### src/rtl/cordic_iter_scheduler.sv
// Iterative CORDIC rotator shared by NREQ requesters through a round-robin arbiter.
// Ports: per-requester valid/ready + packed x/y/phase in; tagged result out over valid/ready; busy.
module cordic_iter_scheduler #(
    parameter int WW      = 16,
    parameter int PW      = 20,
    parameter int NSTAGES = 14,
    parameter int NREQ    = 2,
    parameter int IDW     = (NREQ > 2) ? $clog2(NREQ) : 1
) (
    input  logic               i_clk,
    input  logic               i_reset_n,
    input  logic [NREQ-1:0]    i_req_valid,
    output logic [NREQ-1:0]    o_req_ready,
    input  logic [NREQ*WW-1:0] i_req_x,
    input  logic [NREQ*WW-1:0] i_req_y,
    input  logic [NREQ*PW-1:0] i_req_phase,
    output logic               o_res_valid,
    input  logic               i_res_ready,
    output logic [WW-1:0]      o_res_x,
    output logic [WW-1:0]      o_res_y,
    output logic [PW-1:0]      o_res_phase,
    output logic [IDW-1:0]     o_res_id,
    output logic               o_busy
);
    localparam int KW = (NSTAGES > 2) ? $clog2(NSTAGES) : 1;

    typedef enum logic [1:0] {IDLE, ROTATE, DONE} state_t;
    state_t state, state_nxt;

    // atan(2^-(k+1)) scaled so that a full turn is 2^PW, rounded to nearest
    function automatic logic [PW-1:0] atan_entry(input int k);
        real a;
        a = $atan(1.0 / (2.0 ** (k + 1))) / (2.0 * 3.14159265358979323846)
            * (2.0 ** PW);
        return PW'($rtoi(a + 0.5));
    endfunction

    logic [PW-1:0] atab [NSTAGES];
    for (genvar g = 0; g < NSTAGES; g++) begin : g_atan
        localparam logic [PW-1:0] AV = atan_entry(g);
        assign atab[g] = AV;
    end

    logic signed [WW-1:0] rx [NREQ];
    logic signed [WW-1:0] ry [NREQ];
    logic [PW-1:0]        rp [NREQ];
    for (genvar g = 0; g < NREQ; g++) begin : g_unpack
        assign rx[g] = i_req_x[g*WW +: WW];
        assign ry[g] = i_req_y[g*WW +: WW];
        assign rp[g] = i_req_phase[g*PW +: PW];
    end

    logic [IDW-1:0]       rr, id, gnt, cand;
    logic [KW-1:0]        k;
    logic signed [WW-1:0] x, y, xs, ys, x_nxt, y_nxt;
    logic [PW-1:0]        phase, ang, ph_nxt;
    logic [KW:0]          sh;
    logic                 found, pass, last;
    logic [WW-1:0]        res_x, res_y;
    logic [PW-1:0]        res_phase;
    logic [IDW-1:0]       res_id;

    // Round-robin search starting at rr, wrapping at NREQ
    always_comb begin
        gnt   = '0;
        found = 1'b0;
        cand  = rr;
        for (int i = 0; i < NREQ; i++) begin
            if (!found && i_req_valid[cand]) begin
                found = 1'b1;
                gnt   = cand;
            end
            cand = (cand == IDW'(NREQ - 1)) ? '0 : cand + 1'b1;
        end
    end

    // One micro-rotation; iterations whose angle rounds to 0 or whose shift
    // clears the word are skipped so x/y/phase hold
    always_comb begin
        sh     = {1'b0, k} + 1'b1;
        ang    = atab[k];
        pass   = (ang == '0) || (int'(sh) >= WW);
        xs     = x >>> sh;
        ys     = y >>> sh;
        x_nxt  = x;
        y_nxt  = y;
        ph_nxt = phase;
        if (!pass) begin
            if (phase[PW-1]) begin
                x_nxt  = x + ys;
                y_nxt  = y - xs;
                ph_nxt = phase + ang;
            end else begin
                x_nxt  = x - ys;
                y_nxt  = y + xs;
                ph_nxt = phase - ang;
            end
        end
    end

    assign last = (k == KW'(NSTAGES - 1));

    always_ff @(posedge i_clk or negedge i_reset_n) begin
        if (!i_reset_n) state <= IDLE;
        else            state <= state_nxt;
    end

    always_comb begin
        state_nxt = state;
        unique case (state)
            IDLE:    if (found)       state_nxt = ROTATE;
            ROTATE:  if (last)        state_nxt = DONE;
            DONE:    if (i_res_ready) state_nxt = IDLE;
            default:                  state_nxt = IDLE;
        endcase
    end

    always_comb begin
        o_req_ready = '0;
        if (state == IDLE && found) o_req_ready[gnt] = 1'b1;
        o_res_valid = (state == DONE);
        o_busy      = (state == ROTATE) || (state == DONE);
    end

    always_ff @(posedge i_clk or negedge i_reset_n) begin
        if (!i_reset_n) begin
            rr        <= '0;
            id        <= '0;
            k         <= '0;
            x         <= '0;
            y         <= '0;
            phase     <= '0;
            res_x     <= '0;
            res_y     <= '0;
            res_phase <= '0;
            res_id    <= '0;
        end else if (state == IDLE && found) begin
            x     <= rx[gnt];
            y     <= ry[gnt];
            phase <= rp[gnt];
            id    <= gnt;
            k     <= '0;
            rr    <= (gnt == IDW'(NREQ - 1)) ? '0 : gnt + 1'b1;
        end else if (state == ROTATE) begin
            x     <= x_nxt;
            y     <= y_nxt;
            phase <= ph_nxt;
            // Result registers only change here, so they hold through IDLE
            if (last) begin
                res_x     <= x_nxt;
                res_y     <= y_nxt;
                res_phase <= ph_nxt;
                res_id    <= id;
            end else begin
                k <= k + 1'b1;
            end
        end
    end

    assign o_res_x     = res_x;
    assign o_res_y     = res_y;
    assign o_res_phase = res_phase;
    assign o_res_id    = res_id;

endmodule

### config.mk
export PLATFORM = sky130hd
export DESIGN_NAME = cordic_iter_scheduler
export DESIGN_NICKNAME = d
export VERILOG_FILES = /design/src/rtl/cordic_iter_scheduler.sv
export SDC_FILE = /design/constraint.sdc
export NUM_CORES = 1
export LEC_CHECK = 0
export ABC_CLOCK_PERIOD_IN_PS = 16600
export BUFFER_PORTS_ARGS = -buffer_cell sky130_fd_sc_hd__buf_4
export CORE_MARGIN = 2
export CORE_UTILIZATION = 50
export CTS_BUF_LIST = sky130_fd_sc_hd__clkbuf_4
export DETAILED_ROUTE_END_ITERATION = 8
export PLACE_DENSITY = 0.72
export SLEW_MARGIN = 20
export SYNTH_ARGS = -nofsm -noshare
export SYNTH_HDL_FRONTEND = slang
export SYNTH_SLANG_ARGS = --single-unit
### constraint.sdc
create_clock -name i_clk -period 16.6 [get_ports i_clk]
set_input_delay 2.49 -clock i_clk [delete_from_list [all_inputs] [get_ports i_clk]]
set_output_delay 2.49 -clock i_clk [all_outputs]
set_load 0.1 [all_outputs]
[Word level (Yosys, flattened, before mapping)]
Memory sizes are Yosys's and may differ from the RTL's.
Cells that the tools add are included.
Word-level totals
  bits in registers: 113
  ROM bits: 320
  input bits: 109
  output and inout port bits: 57
  word-level logic and storage cells: 96
  memories kept: 1
Memories
  (no name shown): depth 16, width 20, rd ports 1, clocked after Yosys merged registers in 0, wr ports 0, RTL line 81  | ang = atab[k];
Cells by class
  add/sub/neg operators: 10
  order comparisons: 7
  equal/unequal tests: 7
  shifts and indexed selects: 2
  mux-type cells: 43
  bitwise gates (word level): 3
  reductions and logical operators: 12
Operators by type and width (number)
  16-bit two-way mux: 14
  20-bit two-way mux: 9
  16-bit adder: 2
  16-bit by 5-bit >>> shifter with 16-bit output: 2
  16-bit subtractor: 2
  20-bit adder: 1
  20-bit logical NOT: 1
  20-bit subtractor: 1
  4-bit two-way mux: 3
  1-bit two-way mux: 11
  5-bit >= comparator (second input constant): 2
  2-bit two-way mux: 4
  1-bit by 2-bit less-than comparator with 1-bit output (second input constant): 3
  2-bit one-hot mux with 3 select lines: 1
  3-bit AND reduction: 2
  4-bit by 1-bit adder with 5-bit output (second input constant): 1
  4-bit NOT with 5-bit output: 1
  4-bit by 1-bit adder with 4-bit output (second input constant): 1
  4-bit == test (second input constant): 1
  2-bit by 1-bit != test with 1-bit output (second input constant): 2
  2-bit != test (second input constant): 2
  1-bit logical AND: 3
  1-bit adder (second input constant): 2
  2-bit by 1-bit == test with 1-bit output (second input constant): 1
  other kinds (11): 12

[Longest topological paths before layout]
  word-level depth: 11
  mapped depth: 27
  mapped depth without buffers: 22

[Worst setup path before layout]
Ideal clock, no wire load.
  path kind: input to output
  start: input port i_req_valid[0]
  end: output port o_req_ready[0]
  arrival time: 4.293 ns
  setup slack: 9.817 ns
  cell stages on the path: 5
  cell sequence: nand2_1 > a21oi_1 > clkbuf_1 > buf_1 > buf_1
Between the ends
  longest elaborated chain between the ends: 11
  elaborated cells between the ends (all ways): 17
  those cells by class: order compare (2); mux (11); reduce/logical (4)
RTL lines
  start, declared: RTL line 12  | input logic [NREQ-1:0] i_req_valid,
  1-bit two-way mux (implied by the code) (2 in series): RTL line 69  | if (!found && i_req_valid[cand]) begin
  1-bit two-way mux: RTL line 69
  1-bit logical NOT: RTL line 69
  1-bit logical AND: RTL line 69
  1-bit two-way mux: RTL line 69
  1-bit by 2-bit less-than comparator with 1-bit output (implied by the code) / 1-bit >= comparator (equally long branches): RTL line 120  | if (state == IDLE && found) o_req_ready[gnt] = 1'b1;
  1-bit logical AND (implied by the code): RTL line 120
  1-bit two-way mux (implied by the code): RTL line 120
  1-bit demux with 1-bit select: RTL line 120
  2-bit two-way mux (*): RTL line 120
  end, declared: RTL line 13  | output logic [NREQ-1:0] o_req_ready,
Every way passes the cells marked *; elsewhere a longest branch is shown, timed or not. The select of a mux whose other input is x is not followed.

[Worst setup path after layout]
  start: register k[0]
  end: register y[13]
Between the ends
  longest elaborated chain between the ends: 9
  elaborated cells between the ends (all ways): 15
  those cells by class: add/sub (3); order compare (1); shift (1); mux (6); bitwise (1); reduce/logical (2); memory (1)
RTL lines
  start, declared: RTL line 54  | logic [KW-1:0] k;
  start signal, assigned: RTL line 155  | k <= k + 1'b1;
  parallel branches: the longest is 6 deep, another holds 16-bit adder
  16-bit two-way mux (*): RTL line 88  | if (!pass) begin
  16-bit two-way mux (*): RTL line 144  | end else if (state == ROTATE) begin
  16-bit two-way mux (*): RTL line 137  | end else if (state == IDLE && found) begin
  end signal, assigned: RTL line 139  | y <= ry[gnt];
  end signal, assigned: RTL line 146  | y <= y_nxt;
  end, declared: RTL line 55  | logic signed [WW-1:0] x, y, xs, ys, x_nxt, y_nxt;
Every way passes the cells marked *. The select of a mux whose other input is x is not followed.
A chain may end at the register's enable or synchronous reset.

==> metrics.yaml <==
status: "finished clean"
hold_viol: 0
drv_slew: 0
synth.most_common_cell: "nand2_1"
clk-insertion-delay-late_ps: 590
cts_inserted_buffers: 17
tightest_slew_ps: 1010
core_area_um2: 21200
synth.cell_area_um2: 10800
post-route-period-util_pct: 38.6
drc: 0
slowest_stage: "buf_4"
ys_ff_latch: 113
synthTopCellsByCount: "nand2_1 (162), a21oi_1 (153), nor2_1 (136)"
start_util_pct: 51.2
max-slew-margin-rel_pct: 32.7
grt_max_degree: 59
finalWirelength_um: 36300
yosys_warnings: 0
synth_compound_area_share_pct: 27.8
fmax_ghz: 0.156
synth_edf_count: 0
grt_usage_pct: 32.2
hold_path.class: "register to register"
area_growth_pct: 15.2
synthAdderAreaFrac_pct: 8.65
cts.clk_slew.worst_paths_ps: 140
synth_top_family_by_area: "compound AO/OA/AOI/OAI gates"
vias_per_cell: 6.29
setup_viol: 0
cp_max_fo: 45
die_y_um: 151
cp_cell_sequence: "buf_4 > inv_1 > ha_1 > buf_4 > mux4_2 > mux2i_1 > o221ai_1 > and4bb_1 > nand3_1 > o21ai_0 > o21ai_0 > xor2_1 > ha_1 > and3_1 > o211ai_1 > a31oi_1 > xnor2_1 > nor2_1 > a21oi_1 > a21oi_1 > o22a_1"
critPathMaxStageDelay_ps: 530
post-dp-hpwl_um: 26700
row_count: 53
critical_path_class: "register to register"
period_needed_ps: 6410
syn-num-nets: 1514
fillers: 1948
die_w_um: 151
avgSynthCellArea_um2: 8.13
wl_per_cell_um: 20.9
gp_congestion: 0.957
antenna_found_initial: 2
cap_viol_max_count: 0
cts-resized-gates: 0
dr.first_iter.drc_count: 999
drive_above_1_share_pct: 19.3
num_vias: 10900
grt_pass1_wl_um: 56100
start_kind: "register"
path_buf_inv: 3
cp_data_arrival_time_ps: 6900
worstSetupEndpointType: "register"
synth_top_cell_area_share_pct: 26.1
holdBufCountCts: 0
yosys.cell_types.count: 82
port_buffers: 165
detail-route-antenna-nets: 0
ys.flop_type: "dfrtp_1"
synth.largest_area_cell: "dfrtp_1"
nets: 1625
finalClockSkew_ps: 23.6
synthXorXnorAreaFrac_pct: 6.80
synth_cells: 1332
boundaryPins: 166
required_ps: 17080
ctsHtreeMaxLevel: 4
clk_path_buf_depth: 2
grt_pass1_vias: 10300
dieArea_um2: 22800
yosys.area_share.simple_pct: 16.7
synth_mux_area_share_pct: 8.97
seq_area_frac_synth_pct: 26.1
cts_setup_buffers: 0
overflow: 0
synthTopCellsByArea: "dfrtp_1 (26%), ha_1 (8.1%), a21oi_1 (7.1%)"
finalSetupTns_ps: 0
clock-sinks: 113
cts_root_buf: "clkbuf_4"
drtPass1Iterations: 7
rsz0062_at_grt: "no"
synth-async-reset-ratio_pct: 100
crit_family: "compound AO/OA/AOI/OAI gates"
cts_tree: "built"
layout by cell type, fill, tap and decap left out, types with 11 or more instances in the layout:
master       n
a211oi_1    13
a21o_1      23
a21oi_1    150
a22o_1      17
a22oi_1     27
a2bb2oi_1   14
a31oi_1     37
and3_1      16
buf_4      183
clkbuf_4    17
dfrtp_1    112
ha_1        70
inv_1       31
mux2i_1     28
mux4_2      26
nand2_1    162
nand3_1     23
nor2_1     136
nor3_1      24
o21ai_0     84
o21bai_1    11
o22a_1      13
xnor2_1     45
xor2_1      34
routing by layer:
| layer | up-vias | track usage, % | routed length [um] |
|---|---|---|---|
| met5 | - | 0 | 0 |
| met3 | 96 | 4.73 | 2330 |
| li1 | 5106 | - | - |
| met1 | 5222 | 39.8 | 14500 |
| met2 | 477 | 55.7 | 17800 |
| met4 | 0 | 14.8 | 1630 |
state kept, by name, indices dropped and copies added (netlist names):
| name | count |
|---|---|
| o_res_y | 16 |
| o_res_phase | 20 |
| o_res_x | 16 |
| o_res_id | 1 |
| y | 16 |
| k | 4 |
| id | 1 |
| x | 16 |
| phase | 20 |
| rr | 1 |
| state | 2 |
through the flow:
stage	hold slack [ps]	std cells	worst slack, ps	util (%)	cell area (um^2)
finish	494	1733	10190	58.9	12500
global route	517	1733	9680	58.9	12500
CTS	492	1731	10260	58.9	12500
detailed placement	456	1699	10320	57.6	12200
global placement	451	1699	10350	57.6	12200
floorplan	439	1332	9820	-	10800
logic make-up (layout without fill, tap and decap cells):
logic type	after synthesis	in the layout
AOI/OAI and AO/OA	467	467
xor gates and xnor gates	81	81
adders and majority gates	73	73
buffers and inverters	123	247
DFF	113	113
muxes	63	63
other	1	3
and+or+nand+nor	411	411
path summary, 6_finish.rpt:
check | startpoint | endpoint | slack [ps] | cells past startpoint
min in group asynchronous | i_reset_n | o_res_x[3]$_DFFE_PN0P_ | 1960 | 1
hold / removal | o_res_x[3]$_DFFE_PN0P_ | o_res_x[3]$_DFFE_PN0P_ | 490 | 2
setup reg to reg | k[0]$_DFFE_PN0P_ | y[13]$_DFFE_PN0P_ | 10190 | 21
max in group asynchronous | i_reset_n | k[0]$_DFFE_PN0P_ | 13310 | 2
setup / recovery | k[0]$_DFFE_PN0P_ | y[13]$_DFFE_PN0P_ | 10190 | 21
hold reg to reg | o_res_x[3]$_DFFE_PN0P_ | o_res_x[3]$_DFFE_PN0P_ | 490 | 2
worst register-to-register path, stage by stage (launching register included):
cell	delay [ps]
dfrtp_2	360
buf_4	530
inv_1	330
ha_1	420
buf_4	400
mux4_2	430
mux2i_1	220
o221ai_1	200
and4bb_1	370
nand3_1	190
o21ai_0	520
o21ai_0	210
xor2_1	190
ha_1	390
and3_1	190
o211ai_1	150
a31oi_1	300
xnor2_1	160
nor2_1	50
a21oi_1	400
a21oi_1	130
o22a_1	180
cell type report:
| class | count | area [um^2] | area share [%] |
|---|---|---|---|
| diodes | 2 | 5.00 | 0.0401 |
| clock buffers | 17 | 128 | 1.02 |
| clock inverters | 15 | 163 | 1.30 |
| inverters | 32 | 120 | 0.963 |
| multi-input cells | 1096 | 7510 | 60.2 |
| flip-flops and latches | 113 | 2830 | 22.7 |
| well taps | 275 | 344 | 2.76 |
| repair buffers | 183 | 1370 | 11.0 |
Power is not shown: default switching activity piles up to over one toggle a cycle in this logic, so the estimate is an artifact.
